File: config.mk
export PLATFORM = sky130hd
export DESIGN_NAME = wb_regfile
export DESIGN_NICKNAME = d
export VERILOG_FILES = /design/src/rtl/wb_regfile_pkg.sv /design/src/rtl/wb_regfile_src_mux.sv /design/src/rtl/wb_regfile.sv
export SDC_FILE = /design/constraint.sdc
export NUM_CORES = 1
export LEC_CHECK = 0
export ABC_AREA = 0
export CAP_MARGIN = 0
export CORE_ASPECT_RATIO = 1.2
export CORE_MARGIN = 2
export CORE_UTILIZATION = 52
export CTS_CLUSTER_SIZE = 10
export DETAILED_ROUTE_END_ITERATION = 8
export GPL_TIMING_DRIVEN = 0
export PLACE_DENSITY = 0.8
export SYNTH_ARGS = -nofsm -noshare
export SYNTH_HDL_FRONTEND = slang
export SYNTH_SLANG_ARGS = --single-unit
export TNS_END_PERCENT = 1
File: constraint.sdc
create_clock -name clk -period 2.3 [get_ports clk]
set_input_delay 0.69 -clock clk [delete_from_list [all_inputs] [get_ports clk]]
set_output_delay 0.69 -clock clk [all_outputs]
set_load 0.03 [all_outputs]
File: src/rtl/wb_regfile_pkg.sv
// Shared write-back definitions: source-select encodings, datapath widths and
// the destination-field extractor, also used by the forwarding unit.
package wb_regfile_pkg;

  localparam int DATA_W   = 8;
  localparam int INSTR_W  = 19;
  localparam int REG_CNT  = 8;
  localparam int ADDR_W   = 3;
  localparam int DEST_LSB = 11;

  localparam logic [1:0] WB_SRC_NONE  = 2'b00;
  localparam logic [1:0] WB_SRC_ALU   = 2'b01;
  localparam logic [1:0] WB_SRC_MEM   = 2'b10;
  localparam logic [1:0] WB_SRC_SHIFT = 2'b11;

  function automatic logic [ADDR_W-1:0] get_dest(input logic [INSTR_W-1:0] instr);
    return instr[DEST_LSB+ADDR_W-1:DEST_LSB];
  endfunction

endpackage

File: src/rtl/wb_regfile_src_mux.sv
// wb_src_mux: combinational write-back source select and write-enable.
// Zero latency; no flow control (pure combinational).
module wb_src_mux
  import wb_regfile_pkg::*;
(
  input  logic [1:0]        sel,
  input  logic [DATA_W-1:0] alu,
  input  logic [DATA_W-1:0] mem,
  input  logic [DATA_W-1:0] shift,
  input  logic [ADDR_W-1:0] dest,
  output logic [DATA_W-1:0] value,
  output logic              we
);

  always_comb begin
    value = '0;
    unique case (sel)
      WB_SRC_ALU:   value = alu;
      WB_SRC_MEM:   value = mem;
      WB_SRC_SHIFT: value = shift;
      default:      value = '0;
    endcase
  end

  // R0 is hardwired to zero, so a write aimed at it is not a write at all.
  assign we = (sel != WB_SRC_NONE) && (dest != '0);

endmodule

File: src/rtl/wb_regfile.sv
// Write-back stage + 8x8 register file; commit on the clock edge, reads combinational.
// WB_REGFILE_BYPASS_EN enables same-cycle write-through on the read ports; no backpressure.
module wb_regfile
  import wb_regfile_pkg::*;
#(
  parameter int CNT_W = 16
) (
  input  logic               clk,
  input  logic               reset,
  input  logic [DATA_W-1:0]  MEM_WB_mem_out_data,
  input  logic [DATA_W-1:0]  MEM_WB_alu_out,
  input  logic [DATA_W-1:0]  MEM_WB_shift_out,
  input  logic [INSTR_W-1:0] MEM_WB_instruction,
  input  logic [1:0]         MEM_WB_reg_write_mux,
  input  logic [ADDR_W-1:0]  rd_addr_a,
  input  logic [ADDR_W-1:0]  rd_addr_b,
  output logic [DATA_W-1:0]  rd_data_a,
  output logic [DATA_W-1:0]  rd_data_b,
  output logic               wb_valid,
  output logic [ADDR_W-1:0]  wb_dest,
  output logic [DATA_W-1:0]  wb_data,
  output logic [CNT_W-1:0]   retire_cnt
);

  logic [DATA_W-1:0] regs [REG_CNT];
  logic [ADDR_W-1:0] dest;
  logic [DATA_W-1:0] value;
  logic              we;
  logic              unused_instr;

  assign dest = get_dest(MEM_WB_instruction);
  assign unused_instr = ^{MEM_WB_instruction[INSTR_W-1:DEST_LSB+ADDR_W],
                          MEM_WB_instruction[DEST_LSB-1:0]};

  wb_src_mux u_src_mux (
    .sel   (MEM_WB_reg_write_mux),
    .alu   (MEM_WB_alu_out),
    .mem   (MEM_WB_mem_out_data),
    .shift (MEM_WB_shift_out),
    .dest  (dest),
    .value (value),
    .we    (we)
  );

  always_ff @(posedge clk or negedge reset) begin
    if (!reset) begin
      for (int i = 0; i < REG_CNT; i++) regs[i] <= '0;
      wb_valid   <= 1'b0;
      wb_dest    <= '0;
      wb_data    <= '0;
      retire_cnt <= '0;
    end else begin
      wb_valid <= we;
      if (we) begin
        regs[dest] <= value;
        wb_dest    <= dest;
        wb_data    <= value;
        retire_cnt <= retire_cnt + CNT_W'(1);
      end
    end
  end

  always_comb begin
    rd_data_a = (rd_addr_a == '0) ? '0 : regs[rd_addr_a];
    rd_data_b = (rd_addr_b == '0) ? '0 : regs[rd_addr_b];
`ifdef WB_REGFILE_BYPASS_EN
    // we already excludes R0, so the write-through can never unzero it.
    if (we && (rd_addr_a == dest)) rd_data_a = value;
    if (we && (rd_addr_b == dest)) rd_data_b = value;
`endif
  end

endmodule

==> run summary, run 1 <==
Post-route DRC: 0
Die footprint: 0.00999 sq mm
Num CTS Buffers: 9
Input/output buffers: 79
Avg WL per Cell: 19.3 um
Worst Setup Path Type: input pin to output pin
Root Buffer Master: clkbuf_8
Routed vias: 4,036
Hold/Removal Path Class: input pin to async pin
Vias in the first global route: 4,132
Worst-path clk slew: 90 ps
Fill count: 591
LEAKAGE: 2.79 nW
Synth unique cells: 36
ANT cells: 0
Non-filler cells, final: 686
Vias/cell: 5.88
Initial DRC count: 427
CTS Hold Bufs: 0
Initial Utilization: 53.3%
Failing checks: setup timing
Worst vdd ir: 0.507 mV
Post-Syn Area: 0.00479 sq mm
Post-synth top cells: 92 x dfrtp_1, 50 x nor2_1, 49 x mux2i_1
Die X: 91.6 um
Critical Path Fanout Max: 8
Clock Path Buffers: 2
Period Utilization, post-route: 117%
EDFF count, synth: 0
Final instance area: 0.00658 sq mm
Dpl cell area: 0.00607 sq mm
Worst reg2reg startpoint: retire_cnt[2]
Num ports: 97
Fraction of registers with async set/reset: 100%
Top-count cell post-synth: dfrtp_1
Hold_ws: 192 ps
Crit start category: input pin
RSZ-0062 raised after global routing: yes
Later-pin clock latency in the skew report: 370 ps
Synth Net Count: 513
Multi-input logic area: 0.00266 sq mm
DRT Pass-1 Iters: 5
Pwr per Cell Area: 801 mW/mm^2
Slew @ Worst Pin: 839 ps
Slew margin rel.: 44.1%
Core Region: 0.00899 sq mm
Dpl cells: 659
Run status: finished with violations
CP arrival: 1990 ps
Share of cells above drive strength 1: 25.4%
Post-Synthesis Cells: 459
Main synth FF type: dfrtp_1
CTS sink count: 92
Worst path required time: 1610 ps
Final Util: 73.2%
MaxCap Viol Count: 0
Syn Area/Cell: 10.4 sq um
Fin Clk Skew: 4.54 ps
Post-layout min period: 2680 ps
FF+latch area: 0.00230 sq mm
H-tree level count: 3
Final hold viol count: 0
Die Y: 109 um
Antenna violations before repair: 0
Final setup fails: 21
Layout Nets: 615
Post-DRT Antenna Nets: 0
Congestion Overflow GR: 0
Synth top area share: 48.1%
Largest area contributor in the netlist: dfrtp_1
Fmax achieved: 373 MHz
Seq/Total Area, Yosys: 48.1%
# rows: 38
Pin count of the biggest net entering global routing: 75
GP Congestion: 0.842
Layout area overhead: 37.4%
GRT Util Overall: 27.6%
Setup Total Neg Slack: -5110 ps
CTS tree: done
Final wirelength: 13,300 um
#FFs+latches synth: 92
Dpl hpwl: 9270 um
Setup WS post-layout: -381 ps
Synth warnings: 0
Critical path startpoint: rd_addr_a[1]
Pins over their slew limit: 0
Ranking of synthesized cells by area: dfrtp_1 48%, mux2i_1 10%, mux2_2 6.1%, nor2_1 3.9%, a21oi_1 3.9%
Endpoint type of the worst setup path: output pin
First-pass GRT wire length: 21,300 um
[worst paths after layout]
path                                  end  slack (ps)  cells past startpoint
min in group clk           retire_cnt[15]         480                      1
max in group asynchronous        regs[15]        1470                      2
min reg2reg                retire_cnt[15]         480                      1
max reg2reg                retire_cnt[15]         700                      4
min                              regs[56]         190                      1
max                          rd_data_a[4]        -380                      7
[registers in the layout, indices dropped and copies added (netlist names)]
name and flops:
wb_data 8, wb_dest 3, retire_cnt 16, wb_valid 1
regs 64
[kinds of logic after synthesis]
family	count (synthesis)	synth area share [%]
buf+inv	37	3.82
flops	92	48.1
fa+ha+maj	1	0.261
xor+xnor	15	2.74
simple gates	134	14.3
compound gates	104	13.9
mux	76	16.8
[critical path, cell delays in order]
cell and delay (ps):
buf_12 120, buf_12 140, buf_12 140, mux2i_1 140, a221o_1 360, a221oi_4 220, buf_6 170
[final cells by class]
type	count	share of cell area (%)
Timing Repair Buffer	96	15.4
Tap cell	120	2.28
Sequential cell	92	35.0
Multi-Input combinational cell	330	40.4
Clock inverter	4	1.10
Inverter	3	0.171
Clock buffer	12	2.21
Buffer	29	3.44
[metrics by stage]
step | setup slack, ps | total power, mW
after CTS | -364 | 5.26
after floorplan | -152 | 3.33
after global placement | -2720 | 3.89
final | -381 | 5.27
after global routing | -402 | 5.51
after detailed placement | -1580 | 3.97
[metal layers]
layer	global-route usage [%]	share of wire, %
met5	0	0
met4	11.6	2.9
met3	5.46	5.5
met2	46.7	49
met1	34.8	42
[repair_timing]
item | 4_1_cts | 5_1_grt
cloned | 3 | 0
buffers inserted | 13 | 0
setup endpoints to repair | 16 | 44
gates resized for setup | 178 | 6
pin swaps | 18 | 5
[placed cells by master, fill, tap and decap left out, types with 4 or more instances in the layout]
| master | instances |
|---|---|
| a21oi_1 | 33 |
| a221o_1 | 15 |
| a221oi_4 | 15 |
| a22oi_1 | 4 |
| buf_12 | 6 |
| buf_2 | 12 |
| buf_4 | 17 |
| buf_6 | 18 |
| clkbuf_1 | 11 |
| clkbuf_8 | 13 |
| clkdlybuf4s50_1 | 56 |
| dfrtp_1 | 92 |
| mux2_2 | 26 |
| mux2i_1 | 47 |
| nand2_1 | 31 |
| nand3_1 | 7 |
| nand4_1 | 6 |
| nor2_1 | 48 |
| nor2b_1 | 16 |
| nor3_2 | 4 |
| nor3b_2 | 4 |
| o21ai_0 | 27 |
| o21ai_1 | 4 |
| xnor2_1 | 14 |
[power breakdown]
part	total [mW]	internal, mW	switching [mW]
Clock	1.21	0.641	0.566
Sequential	2.23	1.92	0.303
Combinational	1.83	0.848	0.986
No activity file was read; power rests on OpenSTA's default activity.
==> run 2, diff against run 1 <==
- CORE_UTILIZATION: 52 -> 51
- HOLD_SLACK_MARGIN: not set -> 0.1
- SYNTH_HIERARCHICAL: not set -> 1
==> run 2 against run 1 <==
  * The run still ends with setup timing left
  * Sequential share of layout area is 0.83 points higher
  * Die area decreased by 6.7%
  * Wire length fell by 23%
  * Synthesized cell count fell by 30%
==> run summary, run 2 <==
Run status: finished with violations
Failing checks: setup timing
# rows: 37
Largest register by flop count: regs
Slew margin rel.: 63.0%
Share of cells above drive strength 1: 50.6%
H-tree level count: 3
Slew @ Worst Pin: 555 ps
Met2 wire length: 5160 um
Layout Nets: 468
Post-route DRC: 0
Fin Clk Skew: 8.13 ps
GRT Util Overall: 23.8%
Worst R2R Setup Slack: 660 ps
Synth Net Count: 376
Die X: 88.5 um
Worst reg2reg startpoint: retire_cnt[0]
Root Buffer Master: clkbuf_8
Clk pwr share: 21.9%
Comb pwr share: 34.6%
Post-Syn Area: 0.00437 sq mm
Post-DRT Antenna Nets: 0
Num CTS Buffers: 9
Die Y: 105 um
Fmax achieved: 412 MHz
ANT cells: 0
Routed vias: 3,075
Sw frac: 33.1%
Later-pin clock latency in the skew report: 350 ps
Setup crit end: rd_data_a[7]
NetSw: 1.59 mW
Final setup fails: 14
Dpl cells: 514
Critical path startpoint: rd_addr_a[0]
CTS sink count: 84
Pins over their slew limit: 0
Worst Reg-to-Reg Cells: 5
Ranking of synthesized cells by area: dfrtp_1 48%, mux2_2 23%, mux4_2 8.2%, xnor2_1 2.0%, a22o_1 1.6%
Pint: 3.21 mW
Endpoint type of the worst setup path: output pin
Post-synth top cells: 89 x mux2_2, 84 x dfrtp_1, 16 x mux4_2
Met3 WL: 552 um
Pwr per Cell Area: 819 mW/mm^2
Congestion Overflow GR: 0
Seq/Total Area, Yosys: 48.1%
Die footprint: 0.00933 sq mm
Metal-1 WL: 4250 um
Synth unique cells: 39
Synth top area share: 48.1%
Crit start category: input pin
Commonest non-fill, non-tap cell in the layout: mux2_2
Initial Utilization: 51.6%
Worst vdd ir: 0.753 mV
Max Used Layer: met4
Worst path required time: 1610 ps
Synth warnings: 6
CTS Hold Bufs: 0
Non-filler cells, final: 536
DRT Pass-1 Iters: 4
MaxCap Viol Count: 0
Setup Total Neg Slack: -682 ps
Worst Setup Path Type: input pin to output pin
Max stage delay on crit path: 490 ps
Final wirelength: 10,200 um
Num ports: 97
Most frequent cells in the layout: 89 x mux2_2, 84 x dfrtp_1, 55 x clkdlybuf4s50_1, 18 x buf_6, 16 x mux4_2
CTS tree: done
Avg WL per Cell: 19.1 um
Post-layout min period: 2430 ps
Vias in the first global route: 3,222
Main synth FF type: dfrtp_1
Share of power burned in registers: 43.4%
Critical Path Fanout Max: 8
Largest area contributor in the netlist: dfrtp_1
Worst flop-to-flop path endpoint: retire_cnt[10]
Layout area overhead: 34.3%
CP cell instances: buf_12, mux4_2, nand2_1, o21ai_2, clkdlybuf4s15_2
Hold/Removal Path Class: input pin to async pin
Syn Area/Cell: 13.6 sq um
#FFs+latches synth: 84
Fraction of registers with async set/reset: 100%
Initial DRC count: 204
Post-Synthesis Cells: 322
Pin count of the biggest net entering global routing: 63
Clock Path Buffers: 2
CP max-delay cell: mux4_2
GP Congestion: 0.820
RSZ-0062 raised after global routing: yes
Top-count cell post-synth: mux2_2
Period Utilization, post-route: 106%
Worst-path clk slew: 90 ps
Final hold viol count: 0
First-pass GRT wire length: 16,600 um
LEAKAGE: 2.53 nW
Antenna violations before repair: 0
Dpl hpwl: 7210 um
CP arrival: 1740 ps
Regs by FF count: regs (56), retire_cnt (16), wb_data (8)
Input/output buffers: 74
Vias/cell: 5.74
Largest register FFs: 56
EDFF count, synth: 0
Core Region: 0.00847 sq mm
Setup WS post-layout: -130 ps
run 2: cell type report:
class	instances	area, sq um
fill	611	2610
multi-input combinational	210	2310
sequential	84	2100
timing repair buffer	81	842
buffer	19	229
tap	117	146
clock buffer	11	141
clock inverter	5	61.3
inverter	9	33.8
run 2: repair_timing:
action                                  CTS  global route
pin swaps                                11             0
cloned                                    1             0
setup buffers                             5             0
gates resized for setup                 156             6
endpoints found under the setup margin   68            16
run 2: power groups by stage:
| stage | clock, mW | combinational [mW] | sequential [mW] |
|---|---|---|---|
| finish | 1.05 | 1.66 | 2.08 |
| global route | 1.14 | 1.78 | 2.14 |
| CTS | 1.07 | 1.68 | 2.08 |
| detailed placement | 0 | 1.58 | 2.10 |
| global placement | 0 | 1.55 | 2.07 |
| floorplan | 0 | 0.915 | 2.19 |
run 2: worst max-delay path, delay by kind of cell:
| kind | cells | cell delay [ps] |
|---|---|---|
| AO/OA/AOI/OAI | 1 | 50 |
| multiplexers | 1 | 490 |
| AND/OR/NAND/NOR | 1 | 90 |
| buffers and inverters | 2 | 400 |
run 2: how the worst min path moves through the flow:
stage                               from        endpoint  slack, ps  depth (start not counted)
after global routing               reset        regs[48]        230                          1
after CTS                          reset        regs[48]        230                          1
after detailed placement  retire_cnt[15]  retire_cnt[15]        500                          1
final                              reset        regs[48]        230                          1
after floorplan                    reset         regs[0]        390                          0
after global placement        wb_data[3]      wb_data[3]        490                          1
run 2: through the flow:
step	setup slack, ps	total power, mW	area, sq um	utilization [%]	hold WS, ps
after floorplan	-60.0	3.10	4480	-	394
after CTS	-141	4.83	5870	69.3	229
after global routing	-156	5.06	5870	69.3	230
final	-130	4.80	5870	69.3	231
after global placement	-2360	3.62	5370	63.3	490
after detailed placement	-1380	3.68	5390	63.6	497
run 2: cells by family (layout without fill, tap and decap cells):
group	count (synthesis)	after routing	synth area share, %
AO/OA/AOI/OAI	43	43	6.87
adder cells (fa/ha/maj)	1	1	0.286
flip-flops	84	84	48.1
XOR/XNOR	15	15	3.18
multiplexers	107	107	31.8
AND/OR/NAND/NOR	44	44	6.64
buffers and inverters	28	125	3.15
run 2: per-layer routing:
metal	vias up	GRT usage, %
met5	-	0
met2	105	38.5
li1	1398	-
met1	1550	30.6
met3	22	4.62
met4	0	10.8
==> run 3, diff against run 2 <==
--- a/config.mk
+++ b/config.mk
@@ -11,4 +11,5 @@
 export CORE_MARGIN = 2
 export CORE_UTILIZATION = 51
+export CTS_BUF_LIST = sky130_fd_sc_hd__clkbuf_8 sky130_fd_sc_hd__clkbuf_16
 export CTS_CLUSTER_SIZE = 10
 export DETAILED_ROUTE_END_ITERATION = 8
@@ -16,4 +17,5 @@
 export HOLD_SLACK_MARGIN = 0.1
 export PLACE_DENSITY = 0.8
+export SETUP_SLACK_MARGIN = 0.3
 export SYNTH_ARGS = -nofsm -noshare
 export SYNTH_HDL_FRONTEND = slang
==> constraint.sdc (replaced) <==
create_clock -name clk -period 2.3 [get_ports clk]
set_input_delay 0.69 -clock clk [delete_from_list [all_inputs] [get_ports clk]]
set_output_delay 0.69 -clock clk [all_outputs]
set_load 0.02 [all_outputs]
==> run 3 against run 2 <==
  * The flow still finishes with violations (setup timing)
  * Die area unchanged
  * Utilization down 0.93 points
  * Clock power up 5%
  * Register-to-register slack about the same
  * Sequential cell count unchanged
  * Fmax up 2.4%
  * Sequential share of layout area up 0.49 points
  * Sequential power about the same
  * Via count down 1.2%
  * Final area down 1.3%
  * Critical endpoint is now rd_data_a[5]
  * Largest cell class unchanged
  * Largest power group unchanged
==> run summary, run 3 (synthesis gave the netlist of run 2 again) <==
Worst Setup Path Type: input pin to output pin
Post-route DRC: 0
Non-filler cells, final: 535
ANT cells: 0
Period Utilization, post-route: 103%
Die footprint: 0.00933 sq mm
Worst R2R Setup Slack: 650 ps
Initial Utilization: 51.6%
Routed vias: 3,037
MaxCap Viol Count: 0
Post-layout min period: 2370 ps
Met3 Track Usage GR: 4.31%
Pins over their slew limit: 0
CTS sink count: 84
Root Buffer Master: clkbuf_8
Max stage delay on crit path: 490 ps
Final hold viol count: 0
Final instance area: 0.00579 sq mm
Final wirelength: 10,300 um
Core Region: 0.00847 sq mm
Die Y: 105 um
Run status: finished with violations
Fin Clk Skew: 10.6 ps
Later-pin clock latency in the skew report: 360 ps
Largest register FFs: 56
Hold_ws: 217 ps
Most frequent cells in the layout: 88 x mux2_2, 84 x dfrtp_1, 30 x dlygate4sd2_1, 24 x clkdlybuf4s50_1
Num ports: 97
CP max-delay cell: mux4_2
Vias/cell: 5.68
Worst-path clk slew: 80 ps
Layout Nets: 467
Clock Path Buffers: 2
H-tree level count: 3
Regs by FF count: regs (56), retire_cnt (16), wb_data (8)
Die X: 88.5 um
Post-DRT Antenna Nets: 0
Pwr per Cell Area: 799 mW/mm^2
Input/output buffers: 74
Met1 usage: 32.1%
Dpl cells: 514
Largest register by flop count: regs
Hold/Removal Path Class: input pin to async pin
First-pass GRT wire length: 17,400 um
RSZ-0062 raised after global routing: yes
Slew @ Worst Pin: 579 ps
Worst flop-to-flop path endpoint: retire_cnt[10]
DRT Pass-1 Iters: 4
Failing checks: setup timing
Endpoint type of the worst setup path: output pin
CP cell instances: buf_12, buf_12, mux4_2, nand2_2, o21ai_4, buf_6
GRT Util Overall: 24.6%
Initial DRC count: 232
Share of cells above drive strength 1: 49.5%
# rows: 37
Pin count of the biggest net entering global routing: 65
Congestion Overflow GR: 0
Final Util: 68.3%
Worst path required time: 1610 ps
Crit start category: input pin
GP Congestion: 0.826
Setup WS post-layout: -73.9 ps
DP Worst Slack: -1200 ps
Num CTS Buffers: 9
Vias in the first global route: 3,371
Worst reg2reg startpoint: retire_cnt[0]
Final setup fails: 16
LEAKAGE: 2.61 nW
Most used routing layer: met2
CP arrival: 1680 ps
Grt met2 use: 40.6%
Avg WL per Cell: 19.3 um
Worst vdd ir: 0.529 mV
Dpl hpwl: 7460 um
CTS Hold Bufs: 0
Slew margin rel.: 61.4%
Critical Path Fanout Max: 8
Layout area overhead: 32.5%
Dpl cell area: 0.00540 sq mm
Setup Total Neg Slack: -536 ps
Antenna violations before repair: 0
Fmax achieved: 421 MHz
CTS tree: done
Tot Pwr: 4.62 mW
Commonest non-fill, non-tap cell in the layout: mux2_2
Most used cell, CP: buf_12
Worst Reg-to-Reg Cells: 5
run 3: power breakdown:
group / switching, mW / internal (mW)
Clock: 0.537 / 0.563
Combinational: 0.662 / 0.774
Sequential: 0.288 / 1.80
run 3: metal layers:
layer  part of all wire (%)  vias up  routed length (um)
met5                      0        -                   0
met4                    1.8        0                 189
met3                    4.0       14                 413
met2                     51       78                5270
met1                     43     1553                4450
li1                       -     1392                   -
run 3: how the worst max path moves through the flow:
stage | start | end | slack [ps] | cells past startpoint
after global placement | reset | retire_cnt[11] | -2360 | 1
after CTS | rd_addr_a[0] | rd_data_a[5] | -80 | 6
final | rd_addr_a[0] | rd_data_a[5] | -70 | 6
after floorplan | rd_addr_a[0] | rd_data_a[5] | 20 | 5
after detailed placement | rd_addr_a[2] | rd_data_a[1] | -1200 | 5
after global routing | rd_addr_a[0] | rd_data_a[5] | -120 | 6
run 3: what timing repair did:
| action | in CTS | in global routing |
|---|---|---|
| setup endpoints to repair | 116 | 20 |
| buffers inserted | 4 | 0 |
| gates resized for setup | 149 | 6 |
| endpoints found under the hold margin | 0 | 0 |
| cloned | 1 | 0 |
| pin swaps | 11 | 1 |
run 3: critical path, delay by kind of cell:
kind / cells / cell delay, ps
AOI/OAI and AO/OA: 1 / 60
buffers and inverters: 3 / 350
muxes: 1 / 490
and+or+nand+nor: 1 / 90
run 3: cell type report:
cell class              instances  area (sq um)
well taps                     117           146
clock inverters                 5          60.1
multi-input cells             210          2330
clock buffers                  11           151
plain buffers                  19           234
inverters                       9          33.8
flip-flops and latches         84          2100
fillers                       623          2680
repair buffers                 80           729
